### config.mk
export PLATFORM = sky130hd
export DESIGN_NAME = lpc_residual_decoder
export DESIGN_NICKNAME = d
export VERILOG_FILES = /design/src/rtl/lpc_residual_decoder.sv
export SDC_FILE = /design/constraint.sdc
export NUM_CORES = 2
export LEC_CHECK = 0
export CORE_MARGIN = 2
export CORE_UTILIZATION = 44
export DETAILED_ROUTE_END_ITERATION = 10
export PLACE_DENSITY = 0.62
export SYNTH_ARGS = -nofsm -noshare
export SYNTH_HDL_FRONTEND = slang
export SYNTH_SLANG_ARGS = --single-unit
export TNS_END_PERCENT = 50
### constraint.sdc
create_clock -name iClock -period 12.2 [get_ports iClock]
set_clock_uncertainty 0.05 [all_clocks]
set_input_delay 1.83 -clock iClock [delete_from_list [all_inputs] [get_ports iClock]]
set_output_delay 1.83 -clock iClock [all_outputs]
set_load 0.05 [all_outputs]
### src/rtl/lpc_residual_decoder.sv
// lpc_residual_decoder: LPC synthesis filter, decode-side inverse of the residual encoder.
//   Loads up to MAX_ORDER quantised coefficients, passes M warm-up samples verbatim,
//   then rebuilds each sample as residual + (sum qlp[j]*s[n-1-j]) >>> shift with one serial MAC.
// Ports: iClock/iReset (sync, active-high), iEnable (freeze when low),
//   iLoad/iM/iShift/iCoeff (coefficient load), iValid/iResidual/oReady (input handshake),
//   oSample/oValid (reconstructed sample pulse), oFrameDone (last sample of a frame).
module lpc_residual_decoder #(
  parameter int MAX_ORDER  = 12,
  parameter int DATA_W     = 16,
  parameter int COEFF_W    = 12,
  parameter int ACC_W      = 40,
  parameter int BLOCK_SIZE = 4096
) (
  input  logic                      iClock,
  input  logic                      iReset,
  input  logic                      iEnable,
  input  logic                      iLoad,
  input  logic [3:0]                iM,
  input  logic [4:0]                iShift,
  input  logic signed [COEFF_W-1:0] iCoeff,
  input  logic                      iValid,
  input  logic signed [DATA_W-1:0]  iResidual,
  output logic                      oReady,
  output logic signed [DATA_W-1:0]  oSample,
  output logic                      oValid,
  output logic                      oFrameDone
);

  localparam int TAP_W  = $clog2(MAX_ORDER + 1);
  localparam int CNT_W  = $clog2(BLOCK_SIZE);
  localparam int PROD_W = DATA_W + COEFF_W;

  typedef enum logic [2:0] {
    S_IDLE,
    S_LOAD,
    S_WARMUP,
    S_WAIT,
    S_MAC
  } state_t;

  state_t                     state_q;
  logic [TAP_W-1:0]           m_q;
  logic [4:0]                 shift_q;
  logic [TAP_W-1:0]           lcnt_q;
  logic [TAP_W-1:0]           wcnt_q;
  logic [TAP_W-1:0]           tap_q;
  logic signed [ACC_W-1:0]    acc_q;
  logic signed [DATA_W-1:0]   res_q;
  logic [CNT_W-1:0]           out_cnt_q;
  logic signed [DATA_W-1:0]   sample_q;
  logic                       valid_q;
  logic                       done_q;
  logic signed [COEFF_W-1:0]  coeff_q [MAX_ORDER];
  // hist_q[0] is the most recent sample s[n-1]
  logic signed [DATA_W-1:0]   hist_q  [MAX_ORDER];

  logic                       accept;
  logic [TAP_W-1:0]           m_clamp;
  logic signed [PROD_W-1:0]   prod_d;
  logic signed [ACC_W-1:0]    acc_d;
  logic signed [DATA_W-1:0]   sample_d;
  logic                       last_tap;
  logic                       out_fire;
  logic signed [DATA_W-1:0]   out_data;
  logic                       frame_last;

  assign oReady     = iEnable & ((state_q == S_WARMUP) | (state_q == S_WAIT));
  assign oValid     = iEnable & valid_q;
  assign oFrameDone = iEnable & done_q;
  assign oSample    = sample_q;
  assign accept     = iValid & oReady;

  always_comb begin
    m_clamp    = (int'(iM) > MAX_ORDER) ? TAP_W'(MAX_ORDER) : TAP_W'(iM);
    prod_d     = PROD_W'(coeff_q[tap_q]) * PROD_W'(hist_q[tap_q]);
    acc_d      = acc_q + ACC_W'(prod_d);
    // Final tap is folded in combinationally so the result registers on the last MAC edge.
    sample_d   = DATA_W'((acc_d >>> shift_q) + ACC_W'(res_q));
    last_tap   = (tap_q == m_q - TAP_W'(1));
    out_fire   = ((state_q == S_WARMUP) & accept) |
                 ((state_q == S_WAIT) & accept & (m_q == '0)) |
                 ((state_q == S_MAC) & last_tap);
    out_data   = (state_q == S_MAC) ? sample_d : iResidual;
    frame_last = out_fire & (out_cnt_q == CNT_W'(BLOCK_SIZE - 1));
  end

  always_ff @(posedge iClock) begin
    if (iReset) begin
      state_q   <= S_IDLE;
      m_q       <= '0;
      shift_q   <= '0;
      lcnt_q    <= '0;
      wcnt_q    <= '0;
      tap_q     <= '0;
      acc_q     <= '0;
      res_q     <= '0;
      out_cnt_q <= '0;
      sample_q  <= '0;
      valid_q   <= 1'b0;
      done_q    <= 1'b0;
      for (int i = 0; i < MAX_ORDER; i++) begin
        coeff_q[i] <= '0;
        hist_q[i]  <= '0;
      end
    end else if (iEnable) begin
      valid_q <= 1'b0;
      done_q  <= 1'b0;

      case (state_q)
        S_IDLE: begin
          if (iLoad) begin
            m_q        <= m_clamp;
            shift_q    <= iShift;
            coeff_q[0] <= iCoeff;
            lcnt_q     <= TAP_W'(1);
            wcnt_q     <= '0;
            if (m_clamp == '0)             state_q <= S_WAIT;
            else if (m_clamp == TAP_W'(1)) state_q <= S_WARMUP;
            else                           state_q <= S_LOAD;
          end
        end
        S_LOAD: begin
          if (iLoad) begin
            coeff_q[lcnt_q] <= iCoeff;
            lcnt_q          <= lcnt_q + TAP_W'(1);
            if (lcnt_q == m_q - TAP_W'(1)) state_q <= S_WARMUP;
          end
        end
        S_WARMUP: begin
          if (accept) begin
            wcnt_q <= wcnt_q + TAP_W'(1);
            if (wcnt_q == m_q - TAP_W'(1)) state_q <= S_WAIT;
          end
        end
        S_WAIT: begin
          if (accept) begin
            res_q <= iResidual;
            acc_q <= '0;
            tap_q <= '0;
            if (m_q != '0) state_q <= S_MAC;
          end
        end
        S_MAC: begin
          acc_q <= acc_d;
          tap_q <= tap_q + TAP_W'(1);
          if (last_tap) begin
            acc_q   <= '0;
            state_q <= S_WAIT;
          end
        end
        default: state_q <= S_IDLE;
      endcase

      if (out_fire) begin
        sample_q  <= out_data;
        valid_q   <= 1'b1;
        out_cnt_q <= out_cnt_q + CNT_W'(1);
        hist_q[0] <= out_data;
        for (int i = 1; i < MAX_ORDER; i++) hist_q[i] <= hist_q[i-1];
      end

      // End of frame overrides the normal next state: a fresh load is required.
      if (frame_last) begin
        done_q    <= 1'b1;
        state_q   <= S_IDLE;
        out_cnt_q <= '0;
        lcnt_q    <= '0;
        wcnt_q    <= '0;
        tap_q     <= '0;
        acc_q     <= '0;
        for (int i = 0; i < MAX_ORDER; i++) hist_q[i] <= '0;
      end
    end
  end

endmodule

==> results.yml <==
status:
  status: "finished clean"
layout:
  nNetsFinal: 3435
  syn_to_final_growth_pct: 11.08
  final_common_cell: "edfxtp_1"
  final_cell_mix: "edfxtp_1 (384), and2_1 (340), inv_1 (256), fa_1 (253), nand2_1 (247)"
  diodes: 0
  final_cells: 4101
  drive_gt1_share_pct: 12.90
  fill_cells: 6813
synthesis:
  avgSynthCellArea_um2: 11.44
  ys_ff_latch: 498
  synth_area_leaders: "edfxtp_1 (34%), fa_1 (15%), mux4_2 (8.0%), dfxtp_1 (6.7%), and2_1 (6.2%)"
  postSynthCellCount: 2992
  synth_area_um2: 34210
  synth_top_cell_by_area: "edfxtp_1"
  synthArstFlopShare_pct: 0
  yosysWarnings: 0
  yosys.area.top_type_share_pct: 33.70
  ys_types: 82
  yosysSeqAreaShare_pct: 40.37
  synth-edff-count: 384
  synth_nets: 3412
  synth-main-ff-cell: "edfxtp_1"
power_and_ir_drop:
  internal-power_uw: 4300
  pwr-share-comb_pct: 51.7
  powerDensity_nw_per_um2: 193.4
  ir_drop_mv: 0.1357
  clkPwrFrac_pct: 22.5
  p_sw_share_pct: 41.51
  leakage_uw: 0.01488
  totalPowerFinal_uw: 7351
  seqPwrFrac_pct: 25.9
  p_sw_uw: 3051
routing:
  vias_per_cell: 5.543
  met1Wirelength_um: 38400
  final_antenna_net_count: 0
  drc: 0
  wl_met3_um: 4798
  wl_met2_um: 42640
  drtIter0Drc: 1833
  num_vias: 22732
  drtPass1Iterations: 5
  wl_um: 87940
  wire_per_inst_um: 21.44
  highest_layer: "met4"
place:
  io_buffers: 60
  gp_congestion: 0.9465
  dp_cells: 3985
  hpwl_um: 64070
sta:
  finalCritPeriodShare_pct: 95.33
  final_max_slew_viol_count: 0
  finalHoldViolations: 0
  slew_headroom_pct: 19.38
  worst_slew_pin_slew_ns: 1.205
  holdWs_ns: 0.4124
  rsz0062_at_grt: "false"
  max_clock_freq_mhz: 85.99
  fin_crit_ns: 11.63
  setup_viol: 0
  fin_setup_tns_ns: 0
grt:
  grt_pass1_wl_um: 137900
  grt_pass1_vias: 23602
  track_usage_pct: 22.37
  grt_overflow: 0
  grt_max_degree: 146
  grt_antenna_before_repair: 0
flow_run:
  maxCapViolCount: 0
floorplan:
  die_w_um: 282.9
  rows: 102
  dieArea_um2: 80010
  coreArea_um2: 77210
  io_pins: 61
  die-height_um: 282.9
  start_util_pct: 44.31
critical_path:
  cp_max_fo: 15
  cp.required_ns: 12.48
  crit_slowest_cell: "mux4_2"
  crit_top_cell: "fa_1"
  worstPathArrival_ns: 11.91
  ff2ff_path_depth: 41
  cp-end-kind: "flip-flop"
  worstSetupStartpointType: "flip-flop"
  slowest_delay_ns: 0.55
  critical_path_class: "reg2reg"
clock_tree:
  cts.sinks: 498
  cts_made_buffers: 55
  clockBufferDepth: 3
  clkSlewWorstSetupHoldPaths_ns: 0.06
  ctsHtreeMaxLevel: 2
  clock_latency_ns: 0.64
  cts_root_buf: "clkbuf_16"
  cts_tree: "done"
worst_hold_path:
  hold_path.class: "reg2reg"
  whs_path_depth: 2
-- cell families after synthesis --
family	after synthesis	synth area share, %
and+or+nand+nor	1016	15.36
DFF	498	40.37
buffers and inverters	441	4.941
adders and majority gates	378	19.44
AOI/OAI and AO/OA	358	6.776
muxes	223	11.11
xor gates and xnor gates	78	1.997
-- flip-flops by register name (all words and copies together) (netlist names), 5 cells and up, named ones only --
register   flops
oSample       16
coeff_q      192
acc_q         40
shift_q        5
res_q         16
out_cnt_q     12
hist_q       192
-- Yosys cell counts, drive strengths merged (76+ instances only) --
cell      n
edfxtp  384
and2    340
inv     258
fa      256
nand2   247
nor2    194
clkbuf  142
a21oi   123
ha      122
mux4    122
dfxtp   114
o21ai    76
-- area by class of cell --
type | count | area [um^2] | area share, %
Multi-Input combinational cell | 2053 | 18780 | 49.42
Sequential cell | 498 | 13820 | 36.37
Timing Repair Buffer | 148 | 1313 | 3.454
Inverter | 259 | 980.9 | 2.581
Tap cell | 1040 | 1301 | 3.424
Clock buffer | 70 | 1514 | 3.984
Clock inverter | 33 | 291.5 | 0.7671
-- through the flow --
step / setup slack (ns) / utilization, % / instance area (um^2)
4_1_cts: 0.3618 / 49.07 / 37880
5_1_grt: 0.07263 / 49.22 / 38000
2_1_floorplan: 0.3611 / - / 34210
3_3_place_gp: 0.5109 / 46.73 / 36080
3_5_place_dp: 0.4567 / 46.73 / 36080
6_report: 0.5703 / 49.22 / 38000
-- worst max-delay path, delay by kind of cell (launching register included) --
kind / cells / cell delay [ns]
compound gates: 14 / 3.09
xor+xnor: 2 / 0.42
fa+ha+maj: 9 / 3.72
buf+inv: 6 / 0.69
flops: 1 / 0.49
mux: 5 / 2.24
simple gates: 5 / 0.57
-- power groups by stage --
stage	registers [uW]	clock network, uW	logic (uW)
detailed placement	1940	0	3700
global route	1910	1750	4150
global placement	1930	0	3680
finish	1900	1650	3800
floorplan	1930	0	2710
CTS	1900	1680	3750
-- final timing paths --
check / start / to / slack, ns
worst max-delay path: flip-flop / hist_q[0][14] / 0.57
worst min-delay path: res_q[2] / res_q[2] / 0.41
worst max register to register: flip-flop / hist_q[0][14] / 0.57
worst min register to register: res_q[2] / res_q[2] / 0.41
-- repair_timing --
item                       in CTS  in global routing
setup endpoints to repair       0                  8
hold buffers                    0                  0
gates resized for setup         0                  6
setup buffers                   0                 13
-- per-layer routing --
layer | track usage [%] | vias to the layer above
met5 | 0 | -
met4 | 5.630 | 0
met3 | 2.824 | 131
met2 | 37.72 | 686
met1 | 30.76 | 11584
li1 | - | 10331
(Power assumes the default switching activity.)
